$ cat src/rtl/knn_pkg.sv
// Shared constants and types for the KNN classifier pipeline.
// The default class count, the largest K and the widths derived from them
// are shared by the distance sorter and the vote accumulator.
package knn_pkg;

    localparam int NUM_CLASSES_DEF = 4;
    localparam int K_MAX_DEF       = 7;
    localparam int CLASS_W_DEF     = $clog2(NUM_CLASSES_DEF);
    localparam int CNT_W_DEF       = $clog2(K_MAX_DEF + 1);

    // Vote accumulator control states
    typedef enum logic [1:0] {
        ST_IDLE    = 2'd0,
        ST_COLLECT = 2'd1,
        ST_SCAN    = 2'd2,
        ST_DONE    = 2'd3
    } vote_state_t;

endpackage

$ cat src/rtl/knn_vote_accum_if.sv
// Bundle for the vote accumulator: run-time K select, abort, the label
// input stream and the predicted-class output stream.
// master = label producer / result consumer, slave = the accumulator.
interface knn_vote_accum_if
    import knn_pkg::*;
#(
    parameter int CLASS_W = CLASS_W_DEF,
    parameter int CNT_W   = CNT_W_DEF
) ();

    logic [CNT_W-1:0]   k_sel;
    logic               abort;
    logic               in_valid;
    logic               in_ready;
    logic [CLASS_W-1:0] in_class;
    logic               out_valid;
    logic               out_ready;
    logic [CLASS_W-1:0] out_class;
    logic [CNT_W-1:0]   out_count;
    logic               out_bad;

    modport master (
        output k_sel, abort, in_valid, in_class, out_ready,
        input  in_ready, out_valid, out_class, out_count, out_bad
    );

    modport slave (
        input  k_sel, abort, in_valid, in_class, out_ready,
        output in_ready, out_valid, out_class, out_count, out_bad
    );

endinterface

$ cat src/rtl/knn_vote_counter_bank.sv
// Per-class vote counters for the KNN voter, with a read port addressed by
// the argmax scan index. With TIE_FIRST_EN defined each class also keeps
// the vote index of its first vote so ties can go to the nearest neighbour.
module knn_vote_counter_bank
    import knn_pkg::*;
#(
    parameter int NUM_CLASSES = NUM_CLASSES_DEF,
    parameter int CLASS_W     = $clog2(NUM_CLASSES),
    parameter int CNT_W       = CNT_W_DEF
) (
    input  logic               clk,
    input  logic               rst_n,
    input  logic               clear,
    input  logic               inc_en,
    input  logic [CLASS_W-1:0] inc_class,
`ifdef TIE_FIRST_EN
    input  logic [CNT_W-1:0]   vote_idx,
    output logic [CNT_W-1:0]   rd_first,
`endif
    input  logic [CLASS_W-1:0] rd_idx,
    output logic [CNT_W-1:0]   rd_cnt
);

    logic [CNT_W-1:0] cnt [NUM_CLASSES];

    // Count one vote for the addressed class; clear wipes every counter
    always_ff @(posedge clk) begin
        for (int c = 0; c < NUM_CLASSES; c++) begin
            if (!rst_n || clear) begin
                cnt[c] <= '0;
            end else if (inc_en && (inc_class == CLASS_W'(c))) begin
                cnt[c] <= cnt[c] + CNT_W'(1);
            end
        end
    end

    // Read mux feeding the argmax scan
    always_comb begin
        rd_cnt = '0;
        for (int c = 0; c < NUM_CLASSES; c++) begin
            if (rd_idx == CLASS_W'(c)) begin
                rd_cnt = cnt[c];
            end
        end
    end

`ifdef TIE_FIRST_EN
    logic [CNT_W-1:0] first_idx [NUM_CLASSES];

    // Remember when each class received its first vote
    always_ff @(posedge clk) begin
        for (int c = 0; c < NUM_CLASSES; c++) begin
            if (!rst_n || clear) begin
                first_idx[c] <= '0;
            end else if (inc_en && (inc_class == CLASS_W'(c)) && (cnt[c] == '0)) begin
                first_idx[c] <= vote_idx;
            end
        end
    end

    // First-vote index of the class under scan
    always_comb begin
        rd_first = '0;
        for (int c = 0; c < NUM_CLASSES; c++) begin
            if (rd_idx == CLASS_W'(c)) begin
                rd_first = first_idx[c];
            end
        end
    end
`endif

endmodule

$ cat src/rtl/knn_vote_accum.sv
// Streaming K-nearest-neighbour majority voter.
// Takes one neighbour label per cycle (nearest first), counts K of them,
// then scans the class counters one per cycle to find the winner and
// presents it on a valid/ready output.
// Optional macro TIE_FIRST_EN: on equal counts the class whose first vote
// arrived earliest wins; otherwise the lowest class index wins.
module knn_vote_accum
    import knn_pkg::*;
#(
    parameter int NUM_CLASSES = NUM_CLASSES_DEF,
    parameter int CLASS_W     = $clog2(NUM_CLASSES),
    parameter int K_MAX       = K_MAX_DEF,
    parameter int CNT_W       = $clog2(K_MAX + 1)
) (
    input  logic            clk,
    input  logic            rst_n,
    knn_vote_accum_if.slave bus
);

    localparam logic [CNT_W-1:0]   K_MAX_L       = CNT_W'(K_MAX);
    localparam logic [CNT_W-1:0]   K_ONE         = CNT_W'(1);
    localparam logic [CLASS_W:0]   NUM_CLASSES_L = (CLASS_W + 1)'(NUM_CLASSES);
    localparam logic [CLASS_W-1:0] LAST_IDX      = CLASS_W'(NUM_CLASSES - 1);

    vote_state_t        state;
    vote_state_t        state_next;

    logic [CNT_W-1:0]   k_eff;
    logic [CNT_W-1:0]   k_clamped;
    logic [CNT_W-1:0]   vote_idx;
    logic [CNT_W-1:0]   vote_idx_inc;
    logic               bad_flag;

    logic [CLASS_W-1:0] scan_idx;
    logic [CLASS_W-1:0] best_class;
    logic [CNT_W-1:0]   best_cnt;
    logic [CLASS_W-1:0] cand_class;
    logic [CNT_W-1:0]   cand_cnt;
    logic [CNT_W-1:0]   rd_cnt;
    logic               take_candidate;

    logic               out_valid_q;
    logic [CLASS_W-1:0] out_class_q;
    logic [CNT_W-1:0]   out_count_q;
    logic               out_bad_q;

    logic               in_ready_int;
    logic               accept;
    logic               label_ok;
    logic               out_take;
    logic               bank_clear;
    logic               scan_last;

`ifdef TIE_FIRST_EN
    logic [CNT_W-1:0]   rd_first;
    logic [CNT_W-1:0]   best_first;
    logic [CNT_W-1:0]   cand_first;
`endif

    assign in_ready_int = rst_n && !bus.abort &&
                          ((state == ST_IDLE) || (state == ST_COLLECT));
    assign accept       = bus.in_valid && in_ready_int;
    assign label_ok     = ({1'b0, bus.in_class} < NUM_CLASSES_L);
    assign vote_idx_inc = vote_idx + K_ONE;
    assign out_take     = (state == ST_DONE) && out_valid_q && bus.out_ready;
    assign bank_clear   = bus.abort || out_take;
    assign scan_last    = (scan_idx == LAST_IDX);

    assign bus.in_ready  = in_ready_int;
    assign bus.out_valid = out_valid_q;
    assign bus.out_class = out_class_q;
    assign bus.out_count = out_count_q;
    assign bus.out_bad   = out_bad_q;

    // K of zero means one vote; anything above K_MAX saturates
    always_comb begin
        k_clamped = bus.k_sel;
        if (bus.k_sel == '0) begin
            k_clamped = K_ONE;
        end else if (bus.k_sel > K_MAX_L) begin
            k_clamped = K_MAX_L;
        end
    end

    knn_vote_counter_bank #(
        .NUM_CLASSES (NUM_CLASSES),
        .CLASS_W     (CLASS_W),
        .CNT_W       (CNT_W)
    ) u_bank (
        .clk       (clk),
        .rst_n     (rst_n),
        .clear     (bank_clear),
        .inc_en    (accept && label_ok),
        .inc_class (bus.in_class),
`ifdef TIE_FIRST_EN
        .vote_idx  (vote_idx),
        .rd_first  (rd_first),
`endif
        .rd_idx    (scan_idx),
        .rd_cnt    (rd_cnt)
    );

    // State register
    always_ff @(posedge clk) begin
        if (!rst_n) begin
            state <= ST_IDLE;
        end else begin
            state <= state_next;
        end
    end

    // Next-state logic; abort overrides any vote or output handshake
    always_comb begin
        state_next = state;
        case (state)
            ST_IDLE: begin
                if (accept) begin
                    state_next = (k_clamped == K_ONE) ? ST_SCAN : ST_COLLECT;
                end
            end
            ST_COLLECT: begin
                if (accept && (vote_idx_inc == k_eff)) begin
                    state_next = ST_SCAN;
                end
            end
            ST_SCAN: begin
                if (scan_last) begin
                    state_next = ST_DONE;
                end
            end
            ST_DONE: begin
                if (out_take) begin
                    state_next = ST_IDLE;
                end
            end
            default: state_next = ST_IDLE;
        endcase
        if (bus.abort) begin
            state_next = ST_IDLE;
        end
    end

    // Argmax step: a strictly larger count displaces the current best
    always_comb begin
        take_candidate = (rd_cnt > best_cnt);
`ifdef TIE_FIRST_EN
        if ((rd_cnt == best_cnt) && (rd_cnt != '0) && (rd_first < best_first)) begin
            take_candidate = 1'b1;
        end
        cand_first = take_candidate ? rd_first : best_first;
`endif
        cand_class = take_candidate ? scan_idx : best_class;
        cand_cnt   = take_candidate ? rd_cnt   : best_cnt;
    end

    // Vote bookkeeping, scan registers and the held output
    always_ff @(posedge clk) begin
        if (!rst_n) begin
            k_eff       <= '0;
            vote_idx    <= '0;
            bad_flag    <= 1'b0;
            scan_idx    <= '0;
            best_class  <= '0;
            best_cnt    <= '0;
`ifdef TIE_FIRST_EN
            best_first  <= '0;
`endif
            out_valid_q <= 1'b0;
            out_class_q <= '0;
            out_count_q <= '0;
            out_bad_q   <= 1'b0;
        end else if (bus.abort) begin
            vote_idx    <= '0;
            bad_flag    <= 1'b0;
            scan_idx    <= '0;
            best_class  <= '0;
            best_cnt    <= '0;
`ifdef TIE_FIRST_EN
            best_first  <= '0;
`endif
            out_valid_q <= 1'b0;
        end else begin
            if (accept) begin
                if (state == ST_IDLE) begin
                    k_eff <= k_clamped;
                end
                vote_idx <= vote_idx_inc;
                if (!label_ok) begin
                    bad_flag <= 1'b1;
                end
            end

            if (state == ST_SCAN) begin
                best_class <= cand_class;
                best_cnt   <= cand_cnt;
`ifdef TIE_FIRST_EN
                best_first <= cand_first;
`endif
                if (scan_last) begin
                    scan_idx    <= '0;
                    out_valid_q <= 1'b1;
                    out_class_q <= cand_class;
                    out_count_q <= cand_cnt;
                    out_bad_q   <= bad_flag;
                end else begin
                    scan_idx <= scan_idx + CLASS_W'(1);
                end
            end else begin
                scan_idx   <= '0;
                best_class <= '0;
                best_cnt   <= '0;
`ifdef TIE_FIRST_EN
                best_first <= '0;
`endif
            end

            if (out_take) begin
                out_valid_q <= 1'b0;
                vote_idx    <= '0;
                bad_flag    <= 1'b0;
            end
        end
    end

endmodule

$ cat src/flat_wrapper.sv
// flat-port wrapper written by rule: the top's interface ports become plain ports
module knn_vote_accum_flat import knn_pkg::*;
#(
    parameter int NUM_CLASSES = NUM_CLASSES_DEF,
    parameter int CLASS_W     = $clog2(NUM_CLASSES),
    parameter int K_MAX       = K_MAX_DEF,
    parameter int CNT_W       = $clog2(K_MAX + 1)
)
  (clk, rst_n, bus_k_sel, bus_abort, bus_in_valid, bus_in_class, bus_out_ready, bus_in_ready, bus_out_valid, bus_out_class, bus_out_count, bus_out_bad);
  knn_vote_accum_if #(.CLASS_W(CLASS_W), .CNT_W(CNT_W)) bus_i ();
  input  logic clk;
  input  logic rst_n;
  input wire logic [$bits(bus_i.k_sel)-1:0] bus_k_sel;
  input wire logic [$bits(bus_i.abort)-1:0] bus_abort;
  input wire logic [$bits(bus_i.in_valid)-1:0] bus_in_valid;
  input wire logic [$bits(bus_i.in_class)-1:0] bus_in_class;
  input wire logic [$bits(bus_i.out_ready)-1:0] bus_out_ready;
  output wire logic [$bits(bus_i.in_ready)-1:0] bus_in_ready;
  output wire logic [$bits(bus_i.out_valid)-1:0] bus_out_valid;
  output wire logic [$bits(bus_i.out_class)-1:0] bus_out_class;
  output wire logic [$bits(bus_i.out_count)-1:0] bus_out_count;
  output wire logic [$bits(bus_i.out_bad)-1:0] bus_out_bad;
  assign bus_i.k_sel = bus_k_sel;
  assign bus_i.abort = bus_abort;
  assign bus_i.in_valid = bus_in_valid;
  assign bus_i.in_class = bus_in_class;
  assign bus_i.out_ready = bus_out_ready;
  assign bus_in_ready = bus_i.in_ready;
  assign bus_out_valid = bus_i.out_valid;
  assign bus_out_class = bus_i.out_class;
  assign bus_out_count = bus_i.out_count;
  assign bus_out_bad = bus_i.out_bad;
  knn_vote_accum #(.NUM_CLASSES(NUM_CLASSES), .CLASS_W(CLASS_W), .K_MAX(K_MAX), .CNT_W(CNT_W)) u_core (.clk(clk), .rst_n(rst_n), .bus(bus_i));
endmodule
$ cat config.mk
export PLATFORM = sky130hd
export DESIGN_NAME = knn_vote_accum_flat
export DESIGN_NICKNAME = d
export VERILOG_FILES = /design/src/rtl/knn_pkg.sv /design/src/rtl/knn_vote_accum_if.sv /design/src/rtl/knn_vote_counter_bank.sv /design/src/rtl/knn_vote_accum.sv /design/src/flat_wrapper.sv
export SDC_FILE = /design/constraint.sdc
export NUM_CORES = 1
export LEC_CHECK = 0
export CORE_ASPECT_RATIO = 2
export CORE_MARGIN = 5
export CORE_UTILIZATION = 30
export DETAILED_ROUTE_END_ITERATION = 16
export PLACE_DENSITY = 0.45
export SLEW_MARGIN = 20
export SYNTH_ARGS = -nofsm -noshare
export SYNTH_HDL_FRONTEND = slang
export SYNTH_SLANG_ARGS = --single-unit
$ cat constraint.sdc
create_clock -name clk -period 2.62 [get_ports clk]
set_input_delay 0.524 -clock clk [delete_from_list [all_inputs] [get_ports clk]]
set_output_delay 0.524 -clock clk [all_outputs]
set_load 0.02 [all_outputs]
======== Word level (Yosys, flattened, before mapping) ========
Memories as Yosys holds them, arrays and structs flattened.
Cells that the tools add are included.
word-level totals
  output and inout port bits .............. 8
  bits of input ports ..................... 10
  register bits ........................... 21
  RAM bits ................................ 12
  logic and storage cells ................. 99
  memories kept ........................... 1
  ROM bits ................................ 0
  bits in latches ......................... 0
operators by class
  shift-type cells ........................ 0
  eq/ne operators ......................... 15
  reductions and logical operators ........ 27
  bitwise logic cells ..................... 7
  magnitude comparators ................... 2
  div/mod/pow operators ................... 0
  multiply operators ...................... 0
  multiplexer cells ....................... 32
  add/subtract/negate cells ............... 6
memory list
  memory             words  width  read ports  clocked after memory_dff  wr ports  line                         RTL
  u_core.u_bank.cnt  4      3      4           0                         4         knn_vote_counter_bank.sv:24  logic [CNT_W-1:0] cnt [NUM_CLASSES];
operators by type and width
  operator                                                               number
  3-bit 2-to-1 mux                                                       11
  3-bit by 1-bit adder with 3-bit output, second input constant          5
  1-bit 2-to-1 mux                                                       14
  2-bit equality test, second input constant                             6
  2-bit 2-to-1 mux                                                       6
  1-bit logical AND                                                      10
  2-bit one-hot mux with 4 select lines                                  1
  2-bit by 1-bit equality test with 1-bit output, second input constant  3
  2-bit zero test                                                        3
  2-bit by 1-bit != test with 1-bit output, second input constant        3
  3-bit AND reduction                                                    2
  3-bit OR reduction                                                     2
  1-bit bitwise OR                                                       4
  4-bit AND reduction                                                    1
  4-bit OR reduction                                                     1
  3-bit by 1-bit equality test with 1-bit output, second input constant  1
  3-bit equality test                                                    1
  3-bit > comparator                                                     1
  3-bit > comparator, second input constant                              1
  3-bit zero test                                                        1
  1-bit logical OR                                                       3
  1-bit NOT                                                              3
  2-bit by 1-bit adder with 2-bit output, second input constant          1
  1-bit zero test                                                        2
  3 further kinds                                                        3

======== Logic depth before layout (Yosys ltp) ========
  depth in word-level cells ............... 9
  mapped depth ............................ 11
  mapped depth without buffers ............ 11

======== Modules after synthesis ========
Synthesis repeated with hierarchy kept, for this count alone.
second synthesis, totals
  cell total of the unflattened synthesis .. 166
  area, all modules ....................... 1826.8 sq um
modules (own cells, without submodules)
  module                 cells an instance  times used  sequential area each (sq um)  area an instance (sq um)
  knn_vote_accum         116                1           420.4                         1104.8
  knn_vote_counter_bank  50                 1           360.3                         721.9

======== Worst setup path before layout ========
No wires, ideal clock.
  kind .................................... register -> register
  from .................................... register u_core.scan_idx[0]
  to ...................................... register u_core.out_class_q[0], in the netlist u_core.bus.out_class[0]
  library setup time ...................... 0.138 ns
  required time ........................... 2.482 ns
  clock period less this slack ............ 2.242 ns
  cell stages (with the launch flop) ...... 11
  slack ................................... 0.378 ns
  buffers on the path ..................... 1
  data arrival time ....................... 2.104 ns
  cells stage by stage .................... dfxtp_1 ha_1 buf_2 mux2i_1 a31oi_1 ha_1 nor2b_1 o21ai_1 a32oi_4 mux2i_1 a21oi_1
between the ends
  word-level cells in the longest chain between the ends .. 7
  elaborated cells between the ends (all ways) .. 11
  those cells by class .................... order compare (1); eq/ne (3); mux (5); reduce/logical (2)
RTL lines
  what                            line                         RTL
  start, declared                 knn_vote_accum.sv:34         logic [CLASS_W-1:0] scan_idx;
  start signal, assigned          knn_vote_accum.sv:206        scan_idx <= scan_idx + CLASS_W'(1);
  2-bit zero test                 knn_vote_counter_bank.sv:41  if (rd_idx == CLASS_W'(c)) begin
  3-bit 2-to-1 mux (4 in series)  knn_vote_counter_bank.sv:41
  3-bit > comparator              knn_vote_accum.sv:145        take_candidate = (rd_cnt > best_cnt);
  2-bit 2-to-1 mux                knn_vote_accum.sv:152        cand_class = take_candidate ? scan_idx : best_class;
  end signal, assigned            knn_vote_accum.sv:202        out_class_q <= cand_class;
  end, declared                   knn_vote_accum.sv:43         logic [CLASS_W-1:0] out_class_q;
Parallel ways exist; a longest one is shown, timed or not.
A chain may end at the register's enable or synchronous reset.

======== Worst setup path in the final report ========
Same ends and word-level chain as after synthesis.

==> results.yml <==
clock_tree:
  cts_tree: "done"
  cts.path.max_buffers: 2
  clkLatencyLatePin_ps: 280
  clock-sinks: 33
  cts_root_buf: "clkbuf_16"
  cts_buffers: 5
  clk_pin_slew_worst_paths_ps: 50
  cts.htree.levels: 2
final_layout:
  area_growth_pct: 25.58
  layout-drive-gt1-share: 0.1502
  final_cell_mix: "nor2_1, dfxtp_1, nand2_1, clkdlybuf4s50_1, ha_1"
  final_common_cell: "nor2_1"
  final_nets: 238
  antenna_cells: 0
yosys:
  muxShareOfSynthArea: 0.03913
  synthArstFlopShare: 0
  synth-xor-area-share: 0.05241
  yosys.area.top_type: "dfxtp_1"
  seq_area_frac_synth: 0.4361
  synth_top_family_by_area: "simple AND/OR/NAND/NOR gates"
  synth_adder_area_share: 0.1118
  synth_warnings: 0
  synth.avg_cell_area_um2: 9.731
  yosysUniqueCellTypes: 40
  synth_compound_area_frac: 0.1279
  synth-seq-cells: 33
  synthCells: 184
  syn_nets: 210
  synth.top_cell.area_share: 0.2348
  netlist_area_um2: 1790
  postSynth.topFlopCell: "dfxtp_1"
  synth-edff-count: 12
  yosys-top-cells-area: "dfxtp_1, edfxtp_1, ha_1"
  synth-simple-area-share: 0.1943
worst_setup_path:
  cpLargestDelayFamily: "compound AO/OA/AOI/OAI gates"
  crit_slowest_cell: "dfxtp_2"
  rr_startpoint: "u_core.scan_idx[0]"
  end_kind: "register"
  crit_chain: "inv_1, ha_4, nand2b_1, mux2i_1, a31oi_2, ha_1, nor2b_1, o21ai_2, a32oi_4, mux2i_2, a21oi_1"
  crit_type: "register to register"
  slowest_delay_ps: 350
  crit_cells: 11
  cp_max_fo: 6
  cp.arrival_ps: 2590
  rr_endpoint: "u_core.bus.out_class[0]"
  start_kind: "register"
  endpoint: "u_core.bus.out_class[0]"
  crit_path_start: "u_core.scan_idx[0]"
  reg2reg_depth: 11
  ff2ff_setup_slack_ps: 160
  critical_path_required_ps: 2750
  crit_buf_inv: 1
sta:
  finalCritPeriodShare: 0.9372
  clock_skew_ps: 3.086
  max_freq_ghz: 0.4073
  grt_setup_unrepaired: "false"
  drv_slew: 0
  worstMarginPinSlew_ps: 565.9
  setup_viol: 0
  min_period_ps: 2455
  fin_setup_tns_ps: 0
  slew_headroom: 0.6213
  hold_violations: 0
detailed_routing:
  met3WireLength_um: 120
  vias_per_cell: 4.822
  wl_per_cell_um: 13.71
  wl_met2_um: 1865
  wl_met1_um: 1707
  drt_iter0_markers: 44
  top_layer: "met4"
  vias: 1331
  wirelength_um: 3783
  drt.antenna.violating_nets: 0
  first_pass_iters: 4
  drc: 0
global_routing:
  grt_pass1_wl_um: 6182
  overflow: 0
  antenna_found_initial: 0
  grt_use_total: 0.1051
  grt_max_degree: 12
  grt_pass1_vias: 1288
power_and_ir_drop:
  vdd_drop_max_v: 0.0002422
  leakagePower_nw: 0.8644
  cellPowerDensity_nw_per_um2: 557.7
  finalPower_mw: 1.254
min_path:
  hold_depth: 2
  hold_path_class: "register to register"
floorplan:
  io_pins: 18
  core_um2: 5906
  placement_rows: 40
  initial_core_util: 0.3032
  die-area_um2: 7707
  dieWidth_um: 64.63
  dieHeight_um: 119.3
run:
  maxCapViolations: 0
placement:
  routabilityCongestion: 0.7554
  dp_hpwl_um: 2945
  io_buffers: 16
outcome:
  status: "finished clean"
[worst min path at each step]
stage / startpoint / to
floorplan: u_core.k_eff[2] / u_core.k_eff[2]
global placement: u_core.bus.out_count[0] / u_core.bus.out_count[0]
detailed placement: u_core.bus.out_count[0] / u_core.bus.out_count[0]
CTS: u_core.bus.out_count[0] / u_core.bus.out_count[0]
global route: u_core.k_eff[2] / u_core.k_eff[2]
finish: u_core.bus.out_count[0] / u_core.bus.out_count[0]
[cell usage after synthesis (2+ instances only)]
library cell / n
ha_1: 16
a21boi_0: 2
a21oi_1: 9
o21ai_1: 2
nand2_1: 17
nand3b_1: 3
nor2b_1: 4
edfxtp_1: 12
xnor2_1: 6
a211oi_1: 2
nor2_1: 26
nand2b_1: 4
mux2i_1: 7
nor3b_1: 2
a31oi_1: 3
xor2_1: 2
o21ai_0: 7
or3_1: 2
dfxtp_1: 21
nor2_2: 2
inv_1: 13
nand3_1: 4
[power breakdown]
part | internal [mW] | switching [mW] | total [mW]
registers | 0.544 | 0.0112 | 0.555
clock network | 0.349 | 0.218 | 0.567
logic | 0.0629 | 0.0688 | 0.132
[metal layers]
metal	global-route usage	up-vias
met2	0.1716	25
met1	0.1287	602
met5	0	-
met4	0.05563	0
met3	0.01887	7
li1	-	697
[cell families (layout without fill, tap and decap cells)]
family,Yosys count,after routing
muxes,7,7
DFF,33,33
xor gates and xnor gates,9,9
AOI/OAI and AO/OA,33,33
other,1,1
buffers and inverters,16,45
and+or+nand+nor,69,69
adders and majority gates,16,16
[sequential cells by signal, summed over array words and instances (netlist names)]
name	count
u_core.best_class	2
u_core.state	2
u_core.bus.out_class	2
u_core.best_cnt	3
u_core.scan_idx	2
u_core.bus.out_valid	1
u_core.k_eff	3
u_core.vote_idx	3
u_core.u_bank.cnt	12
u_core.bus.out_count	3
[worst register-to-register path, cell delays in order, from the launching register on]
cell and delay [ps]:
dfxtp_2 350, inv_1 130, ha_4 180, nand2b_1 60, mux2i_1 170, a31oi_2 60, ha_1 350, nor2b_1 170
o21ai_2 80, a32oi_4 330, mux2i_2 340, a21oi_1 110
[stage by stage]
step                      cell area (um^2)    util  hold WS (ps)  setup slack, ps  cells
after global routing                  2248  0.3807         504.9            14.91    276
after CTS                             2207  0.3737         475.7            5.991    275
after floorplan                       1790       -         444.0            377.9    184
after global placement                2066  0.3498         460.3            102.4    267
final                                 2248  0.3807         469.9            164.6    276
after detailed placement              2066  0.3498         468.2            35.05    267
[area by class of cell]
cell class                      count  area [um^2]
Multi-Input combinational cell    135        975.9
Inverter                           13        48.80
Tap cell                           63        78.83
Fill cell                         617         3657
Clock inverter                      3        16.27
Timing Repair Buffer               24        220.2
Clock buffer                        5        125.1
Sequential cell                    33        783.3
[timing repair]
item,CTS,global route
hold buffers,0,0
setup buffers,0,1
resized for setup,0,9
setup endpoints to repair,0,8
Note: power is estimated with default switching activity, not from simulation.
